<file path="config.mk">
export PLATFORM = sky130hd
export DESIGN_NAME = input_debouncer
export DESIGN_NICKNAME = d
export VERILOG_FILES = /design/src/rtl/debounce_pkg.sv /design/src/rtl/debounce_channel.sv /design/src/rtl/input_debouncer.sv
export SDC_FILE = /design/constraint.sdc
export NUM_CORES = 1
export LEC_CHECK = 0
export ABC_AREA = 1
export CAP_MARGIN = 30
export CORE_MARGIN = 5
export CORE_UTILIZATION = 30
export CTS_CLUSTER_SIZE = 25
export DETAILED_ROUTE_END_ITERATION = 10
export PLACE_DENSITY_LB_ADDON = 0.1
export SLEW_MARGIN = 40
export SYNTH_ARGS = -nofsm -noshare
export SYNTH_HDL_FRONTEND = slang
export SYNTH_HIERARCHICAL = 1
export SYNTH_SLANG_ARGS = --single-unit
</file>
<file path="constraint.sdc">
create_clock -name clk_i -period 1.69 [get_ports clk_i]
set_input_delay 0.2535 -clock clk_i [delete_from_list [all_inputs] [get_ports clk_i]]
set_output_delay 0.2535 -clock clk_i [all_outputs]
set_load 0.02 [all_outputs]
</file>
<file path="src/rtl/debounce_pkg.sv">
// ============================================================================
// debounce_pkg : shared constants and the counter-width helper for input_debouncer
// Rev 1.0
// ============================================================================
`default_nettype none

package debounce_pkg;

    localparam int DEFAULT_NUM_CH          = 3;
    localparam int DEFAULT_SYNC_STAGES     = 2;
    localparam int DEFAULT_DEBOUNCE_CYCLES = 4;

    // Channel order as the gate stage consumes the debounced levels
    localparam int CH_A  = 0;
    localparam int CH_B  = 1;
    localparam int CH_F1 = 2;

    function automatic int cnt_width(input int cycles);
        return $clog2(cycles + 1);
    endfunction

endpackage

`default_nettype wire

</file>
<file path="src/rtl/debounce_channel.sv">
// ============================================================================
// debounce_channel : synchronizer, stability filter and edge pulses for one pin
// Edge pulses exist only when DEBOUNCE_EDGE_EN is defined. Rev 1.0
// ============================================================================
`default_nettype none

module debounce_channel
    import debounce_pkg::*;
#(
    parameter int SYNC_STAGES     = DEFAULT_SYNC_STAGES,
    parameter int DEBOUNCE_CYCLES = DEFAULT_DEBOUNCE_CYCLES
) (
    input  logic clk_i,
    input  logic rst_ni,
    input  logic raw_i,
    output logic stable_o,
    output logic rise_o,
    output logic fall_o
);

    localparam int              CNT_W   = cnt_width(DEBOUNCE_CYCLES);
    localparam logic [CNT_W-1:0] CNT_MAX = CNT_W'(DEBOUNCE_CYCLES - 1);

    logic [SYNC_STAGES-1:0] sync_ff;
    logic                   sync;
    logic [CNT_W-1:0]       cnt;
    logic                   stable;

    always_ff @(posedge clk_i or negedge rst_ni) begin
        if (!rst_ni) begin
            sync_ff <= '0;
        end else begin
            sync_ff <= {sync_ff[SYNC_STAGES-2:0], raw_i};
        end
    end

    assign sync = sync_ff[SYNC_STAGES-1];

    // Any agreement between sync and stable discards the partial run.
    always_ff @(posedge clk_i or negedge rst_ni) begin
        if (!rst_ni) begin
            cnt    <= '0;
            stable <= 1'b0;
        end else if (sync == stable) begin
            cnt <= '0;
        end else if (cnt == CNT_MAX) begin
            cnt    <= '0;
            stable <= sync;
        end else begin
            cnt <= cnt + 1'b1;
        end
    end

    assign stable_o = stable;

`ifdef DEBOUNCE_EDGE_EN
    logic stable_prev;

    always_ff @(posedge clk_i or negedge rst_ni) begin
        if (!rst_ni) begin
            stable_prev <= 1'b0;
        end else begin
            stable_prev <= stable;
        end
    end

    assign rise_o = stable & ~stable_prev;
    assign fall_o = ~stable & stable_prev;
`else
    assign rise_o = 1'b0;
    assign fall_o = 1'b0;
`endif

endmodule

`default_nettype wire

</file>
<file path="src/rtl/input_debouncer.sv">
// ============================================================================
// input_debouncer : NUM_CH independent debounce channels feeding the gate stage
// Optional edge pulses via DEBOUNCE_EDGE_EN. Rev 1.0
// ============================================================================
`default_nettype none

module input_debouncer
    import debounce_pkg::*;
#(
    parameter int NUM_CH          = DEFAULT_NUM_CH,
    parameter int SYNC_STAGES     = DEFAULT_SYNC_STAGES,
    parameter int DEBOUNCE_CYCLES = DEFAULT_DEBOUNCE_CYCLES
) (
    input  logic              clk_i,
    input  logic              rst_ni,
    input  logic [NUM_CH-1:0] raw_i,
    output logic [NUM_CH-1:0] stable_o,
    output logic [NUM_CH-1:0] rise_o,
    output logic [NUM_CH-1:0] fall_o
);

    for (genvar ch = 0; ch < NUM_CH; ch++) begin : g_ch
        debounce_channel #(
            .SYNC_STAGES     (SYNC_STAGES),
            .DEBOUNCE_CYCLES (DEBOUNCE_CYCLES)
        ) u_channel (
            .clk_i    (clk_i),
            .rst_ni   (rst_ni),
            .raw_i    (raw_i[ch]),
            .stable_o (stable_o[ch]),
            .rise_o   (rise_o[ch]),
            .fall_o   (fall_o[ch])
        );
    end

endmodule

`default_nettype wire

</file>
==> results of run 1 <==
==> state kept, by name, summed over array words and instances, names as in the netlist <==
name,cells
g_ch.u_channel/sync_ff,6
g_ch.u_channel/stable_o,3
g_ch.u_channel/cnt,9
==> layout make-up <==
type                    count  area (um2)  share of cell area
clock buffers               4        36.3              0.0408
multi-input cells          47         226               0.255
well taps                  30        37.5              0.0423
flip-flops and latches     18         450               0.507
inverters                  16        60.1              0.0676
repair buffers              8        77.6              0.0873
==> worst min path at each step <==
stage                            startpoint                            to  slack (ps)  cells past startpoint
4_1_cts                              rst_ni      g_ch[1].u_channel/cnt[0]         270                      2
2_1_floorplan                        rst_ni      g_ch[0].u_channel/cnt[0]         -40                      0
5_1_grt                              rst_ni      g_ch[1].u_channel/cnt[0]         290                      2
6_report                             rst_ni      g_ch[1].u_channel/cnt[0]         280                      2
3_3_place_gp   g_ch[2].u_channel/sync_ff[0]  g_ch[2].u_channel/sync_ff[1]         340                      0
3_5_place_dp   g_ch[0].u_channel/sync_ff[0]  g_ch[0].u_channel/sync_ff[1]         340                      0
==> per-layer routing <==
metal  GRT usage  wire length [um]
met1      0.0862               479
met2       0.101               453
met3      0.0447                87
met4      0.0186                12
met5           0                 0
==> cell usage after synthesis <==
cell	count
dfrtp_1	18
nand2_1	18
inv_1	16
nor2_1	9
nand2_2	8
buf_4	6
conb_1	3
ha_1	3
nand3_1	3
==> logic make-up (layout without fill, tap and decap cells) <==
| kind of cell | Yosys count | count (layout) | share of synthesized area |
|---|---|---|---|
| other | 3 | 6 | 0.0146 |
| adder cells (fa/ha/maj) | 3 | 3 | 0.0487 |
| flip-flops | 18 | 18 | 0.584 |
| buffers and inverters | 22 | 28 | 0.136 |
| AND/OR/NAND/NOR | 38 | 38 | 0.216 |
==> through the flow <==
stage | area, um2 | total power, mW | cells | setup WS, ps
global route | 888 | 1.35 | 123 | 68.1
finish | 888 | 1.24 | 123 | 143
detailed placement | 852 | 1.01 | 119 | 457
global placement | 852 | 0.993 | 119 | 467
floorplan | 782 | 0.879 | 87 | 835
CTS | 888 | 1.27 | 123 | 113
==> where the power goes <==
part | total [mW] | leakage, nW | switching [mW] | internal [mW]
Combinational | 0.400 | 0.216 | 0.227 | 0.173
Clock | 0.257 | 0.0210 | 0.126 | 0.131
Sequential | 0.585 | 0.226 | 0.0564 | 0.529
==> results.py, run 1 <==
metrics = {
    "outcome": {
        "status": "finished clean",
    },
    "detailed_routing": {
        "wl_per_cell_um": 8.40,
        "vias": 471,
        "routed_wl_mm": 1.03,
        "dr.pass1.iters": 4,
        "drc_errors": 0,
        "vias_per_cell": 3.83,
        "first_iter_violations": 18,
        "ant_nets": 0,
    },
    "timing": {
        "setup_viol": 0,
        "rsz0062_at_grt": "no",
        "fin_setup_tns_ps": 0,
        "fin_crit_sh": 0.915,
        "hold-worst-slack_ps": 276,
        "finClkSkew_ps": 3.02,
        "fmax_mhz": 646,
        "hold_violations": 0,
        "maxSlewViolCount": 0,
        "period_needed_ps": 1550,
    },
    "worst_setup_path": {
        "worstPathBufferInverterCount": 1,
        "critPathLaunchType": "register",
        "rrSetupSlack_ps": 750,
        "endpoint": "stable_o[1]",
        "reg2reg_depth": 4,
        "crit_path_top_delay_cell": "clkdlybuf4s50_1",
        "crit_path_end_kind": "output pin",
        "critical_path.cell_chain": "clkdlybuf4s50_1",
        "cp_data_required_time_ps": 1440,
        "arrival_ps": 1290,
        "worstSetupStartpoint": "g_ch[1].u_channel/stable_o",
        "rr_endpoint": "g_ch[2].u_channel/cnt[0]",
        "critPathTopFamily": "buffers and inverters",
        "cp_max_fo": 4,
        "rr_startpoint": "g_ch[2].u_channel/cnt[0]",
        "cp.depth": 1,
        "crit_type": "register to output pin",
        "slowest_delay_ps": 610,
    },
    "grt": {
        "grt_use_total": 0.0695,
        "grt_overflow_total": 0,
        "grt_max_degree": 19,
        "grt_pass1_wl_mm": 1.85,
        "grt_pass1_vias": 443,
        "grt_antenna_before_repair": 0,
    },
    "cts": {
        "cts_max_level": 1,
        "clk_pin_slew_ps": 100,
        "post_cts.repair.setup_buffers": 0,
        "numCtsBuffers": 3,
        "cts_resized": 0,
        "clock-sinks": 18,
        "holdBufCountCts": 0,
        "cts_tree": "built",
        "clk_path_buf_depth": 2,
        "clk_latency_ps": 290,
        "cts-root-buf": "clkbuf_4",
    },
    "finish": {
        "final_cell_mix": "nand2_1 (18), dfrtp_1 (18), inv_1 (16)",
        "drive_above_1_share": 0.140,
        "fill_cells": 271,
        "finalNetCount": 102,
        "area_growth_pct": 15.3,
        "diodes": 0,
        "fin_util": 0.359,
    },
    "logic_synthesis": {
        "yosys_warnings": 6,
        "yosysTopAreaCellShare": 0.584,
        "syn-cell-area_um2": 771,
        "ys_types": 9,
        "ys_seq_area_frac": 0.584,
        "ys_ff_latch": 18,
        "yosys.area.top_type": "dfrtp_1",
        "syn_inst": 84,
        "yosys-top-cells-area": "dfrtp_1 (58%), nand2_1 (8.8%), inv_1 (7.8%)",
        "syn_avg_cell_area_um2": 9.18,
    },
    "power": {
        "leakagePower_nw": 0.464,
        "ir_drop_uv": 582,
        "pwr_density_cell_nw_per_um2": 1400,
    },
    "flow_run": {
        "cap_violations": 0,
    },
    "floorplanning": {
        "die_h_um": 60.7,
        "dieArea_um2": 3680,
        "start_util": 0.311,
        "placementRows": 18,
        "die_w_um": 60.7,
        "core_area_um2": 2480,
        "io_pins": 14,
    },
    "placement": {
        "routabilityCongestion": 0.755,
        "io_buffer_count": 7,
        "hpwl_um": 795,
    },
    "worst_hold_path": {
        "hold_path_class": "input pin to asynchronous set/reset pin",
    },
}
Power figures use the tool's default switching activity.
==> run 2: changes to the inputs <==
--- a/config.mk
+++ b/config.mk
@@ -8,10 +8,11 @@
 export ABC_AREA = 1
 export CAP_MARGIN = 30
 export CORE_MARGIN = 5
-export CORE_UTILIZATION = 30
+export CORE_UTILIZATION = 39
 export CTS_CLUSTER_SIZE = 25
 export DETAILED_ROUTE_END_ITERATION = 10
 export PLACE_DENSITY_LB_ADDON = 0.1
+export REMOVE_ABC_BUFFERS = 1
 export SLEW_MARGIN = 40
 export SYNTH_ARGS = -nofsm -noshare
 export SYNTH_HDL_FRONTEND = slang
==> run 2 against run 1 <==
Clock skew rose by 2.3 ps. Cell area fell by 0.42%. Core utilization rose by 10 points. Via count fell by 0.42%. Cell count fell by 2.4%. Non-clock buffer count did not move. Register-to-register slack barely moved. Clock power fell by 2%. Critical endpoint is now stable_o[0]. Largest cell class unchanged.
==> results.py, run 2 (synthesized netlist as in run 1, its figures left out) <==
metrics = {
    "floorplanning": {
        "core_area_um2": 1920,
        "dieArea_um2": 2970,
        "io_pins": 14,
        "die_h_um": 54.5,
        "placementRows": 16,
        "start_util": 0.401,
        "die_w_um": 54.5,
    },
    "timing": {
        "setup_viol": 0,
        "worst_slack_ps": 131,
        "fin_setup_tns_ps": 0,
        "fin_crit_sh": 0.922,
        "fmax_mhz": 641,
        "maxSlewViolCount": 0,
        "hold-worst-slack_ps": 282,
        "period_needed_ps": 1560,
        "rsz0062_at_grt": "no",
        "finClkSkew_ps": 5.32,
        "hold_violations": 0,
    },
    "worst_setup_path": {
        "rrSetupSlack_ps": 750,
        "slowest_delay_ps": 620,
        "cp_data_required_time_ps": 1440,
        "arrival_ps": 1310,
        "critical_path.cell_chain": "clkdlybuf4s50_1",
        "critPathTopFamily": "buffers and inverters",
        "cp_max_fo": 4,
        "crit_type": "register to output pin",
        "worstPathBufferInverterCount": 1,
        "crit_path_top_delay_cell": "clkdlybuf4s50_1",
        "crit_path_end_kind": "output pin",
        "critPathLaunchType": "register",
    },
    "flow_run": {
        "cap_violations": 0,
    },
    "cts": {
        "cts_resized": 0,
        "cts_tree": "built",
        "cts_max_level": 1,
        "cts-root-buf": "clkbuf_4",
        "numCtsBuffers": 3,
        "holdBufCountCts": 0,
        "clock-sinks": 18,
        "clk_latency_ps": 280,
        "clk_path_buf_depth": 2,
        "clk_pin_slew_ps": 100,
        "post_cts.repair.setup_buffers": 0,
    },
    "placement": {
        "io_buffer_count": 7,
        "routabilityCongestion": 0.677,
        "placed_area_um2": 848,
        "hpwl_um": 749,
        "place_ws_ps": 445,
    },
    "detailed_routing": {
        "wl_per_cell_um": 8.13,
        "first_iter_violations": 4,
        "routed_wl_um": 975,
        "vias_per_cell": 3.91,
        "ant_nets": 0,
        "vias": 469,
        "drc_errors": 0,
        "dr.pass1.iters": 4,
    },
    "power": {
        "leakagePower_nw": 0.464,
        "pwr_density_cell_nw_per_um2": 1400,
        "ir_drop_uv": 678,
    },
    "finish": {
        "largest_register_ffs": 9,
        "final_cell_mix": "nand2_1 (18), dfrtp_1 (18), inv_1 (16)",
        "fill_cells": 191,
        "diodes": 0,
        "drive_above_1_share": 0.140,
        "fin_area_um2": 885,
        "finalNetCount": 102,
        "area_growth_pct": 14.8,
        "top_register": "g_ch.u_channel/cnt",
    },
    "grt": {
        "grt_overflow_total": 0,
        "grt_pass1_vias": 445,
        "grt_pass1_wl_mm": 1.73,
        "grt_use_total": 0.0845,
        "grt_antenna_before_repair": 0,
        "grt_max_degree": 19,
    },
    "worst_hold_path": {
        "hold_path_class": "input pin to asynchronous set/reset pin",
    },
    "outcome": {
        "status": "finished clean",
    },
}
run 2: cell counts in the layout (fill, tap and decap cells not counted):
Identical to the previous run, type by type.
run 2: final cells by class:
| type | instances | area, um2 | share of cell area |
|---|---|---|---|
| Timing Repair Buffer | 8 | 77.6 | 0.0877 |
| Tap cell | 27 | 33.8 | 0.0382 |
| Sequential cell | 18 | 450 | 0.509 |
| Clock buffer | 4 | 36.3 | 0.0410 |
| Multi-Input combinational cell | 47 | 226 | 0.256 |
| Inverter | 16 | 60.1 | 0.0679 |
run 2: final timing paths:
| path | startpoint | endpoint | cells after the start |
|---|---|---|---|
| min in group clk_i | g_ch[2].u_channel/sync_ff[0] | g_ch[2].u_channel/sync_ff[1] | 0 |
| max in group asynchronous | rst_ni | g_ch[2].u_channel/cnt[1] | 2 |
| hold reg to reg | g_ch[2].u_channel/sync_ff[0] | g_ch[2].u_channel/sync_ff[1] | 0 |
| setup / recovery | g_ch[0].u_channel/stable_o | stable_o[0] | 1 |
| hold / removal | rst_ni | g_ch[0].u_channel/cnt[1] | 2 |
| setup reg to reg | g_ch[2].u_channel/cnt[0] | g_ch[2].u_channel/cnt[0] | 4 |
run 2: routing by layer:
layer | share of wire | vias to the layer above | track usage
met1 | 0.46 | 214 | 0.103
met3 | 0.057 | 0 | 0.0245
li1 | - | 246 | -
met4 | 0 | 0 | 0.0622
met5 | 0 | - | 0
met2 | 0.49 | 9 | 0.125
run 2: stage by stage:
stage | cells | utilization | total power, mW
finish | 120 | 0.460 | 1.24
global route | 120 | 0.460 | 1.36
CTS | 120 | 0.460 | 1.26
detailed placement | 116 | 0.441 | 1.00
global placement | 116 | 0.441 | 0.990
floorplan | 81 | - | 0.868
run 2: power breakdown:
part | total (mW) | internal (mW) | switching (mW) | leakage (nW)
sequential | 0.587 | 0.529 | 0.0575 | 0.226
clock | 0.253 | 0.131 | 0.122 | 0.0210
combinational | 0.397 | 0.171 | 0.226 | 0.216
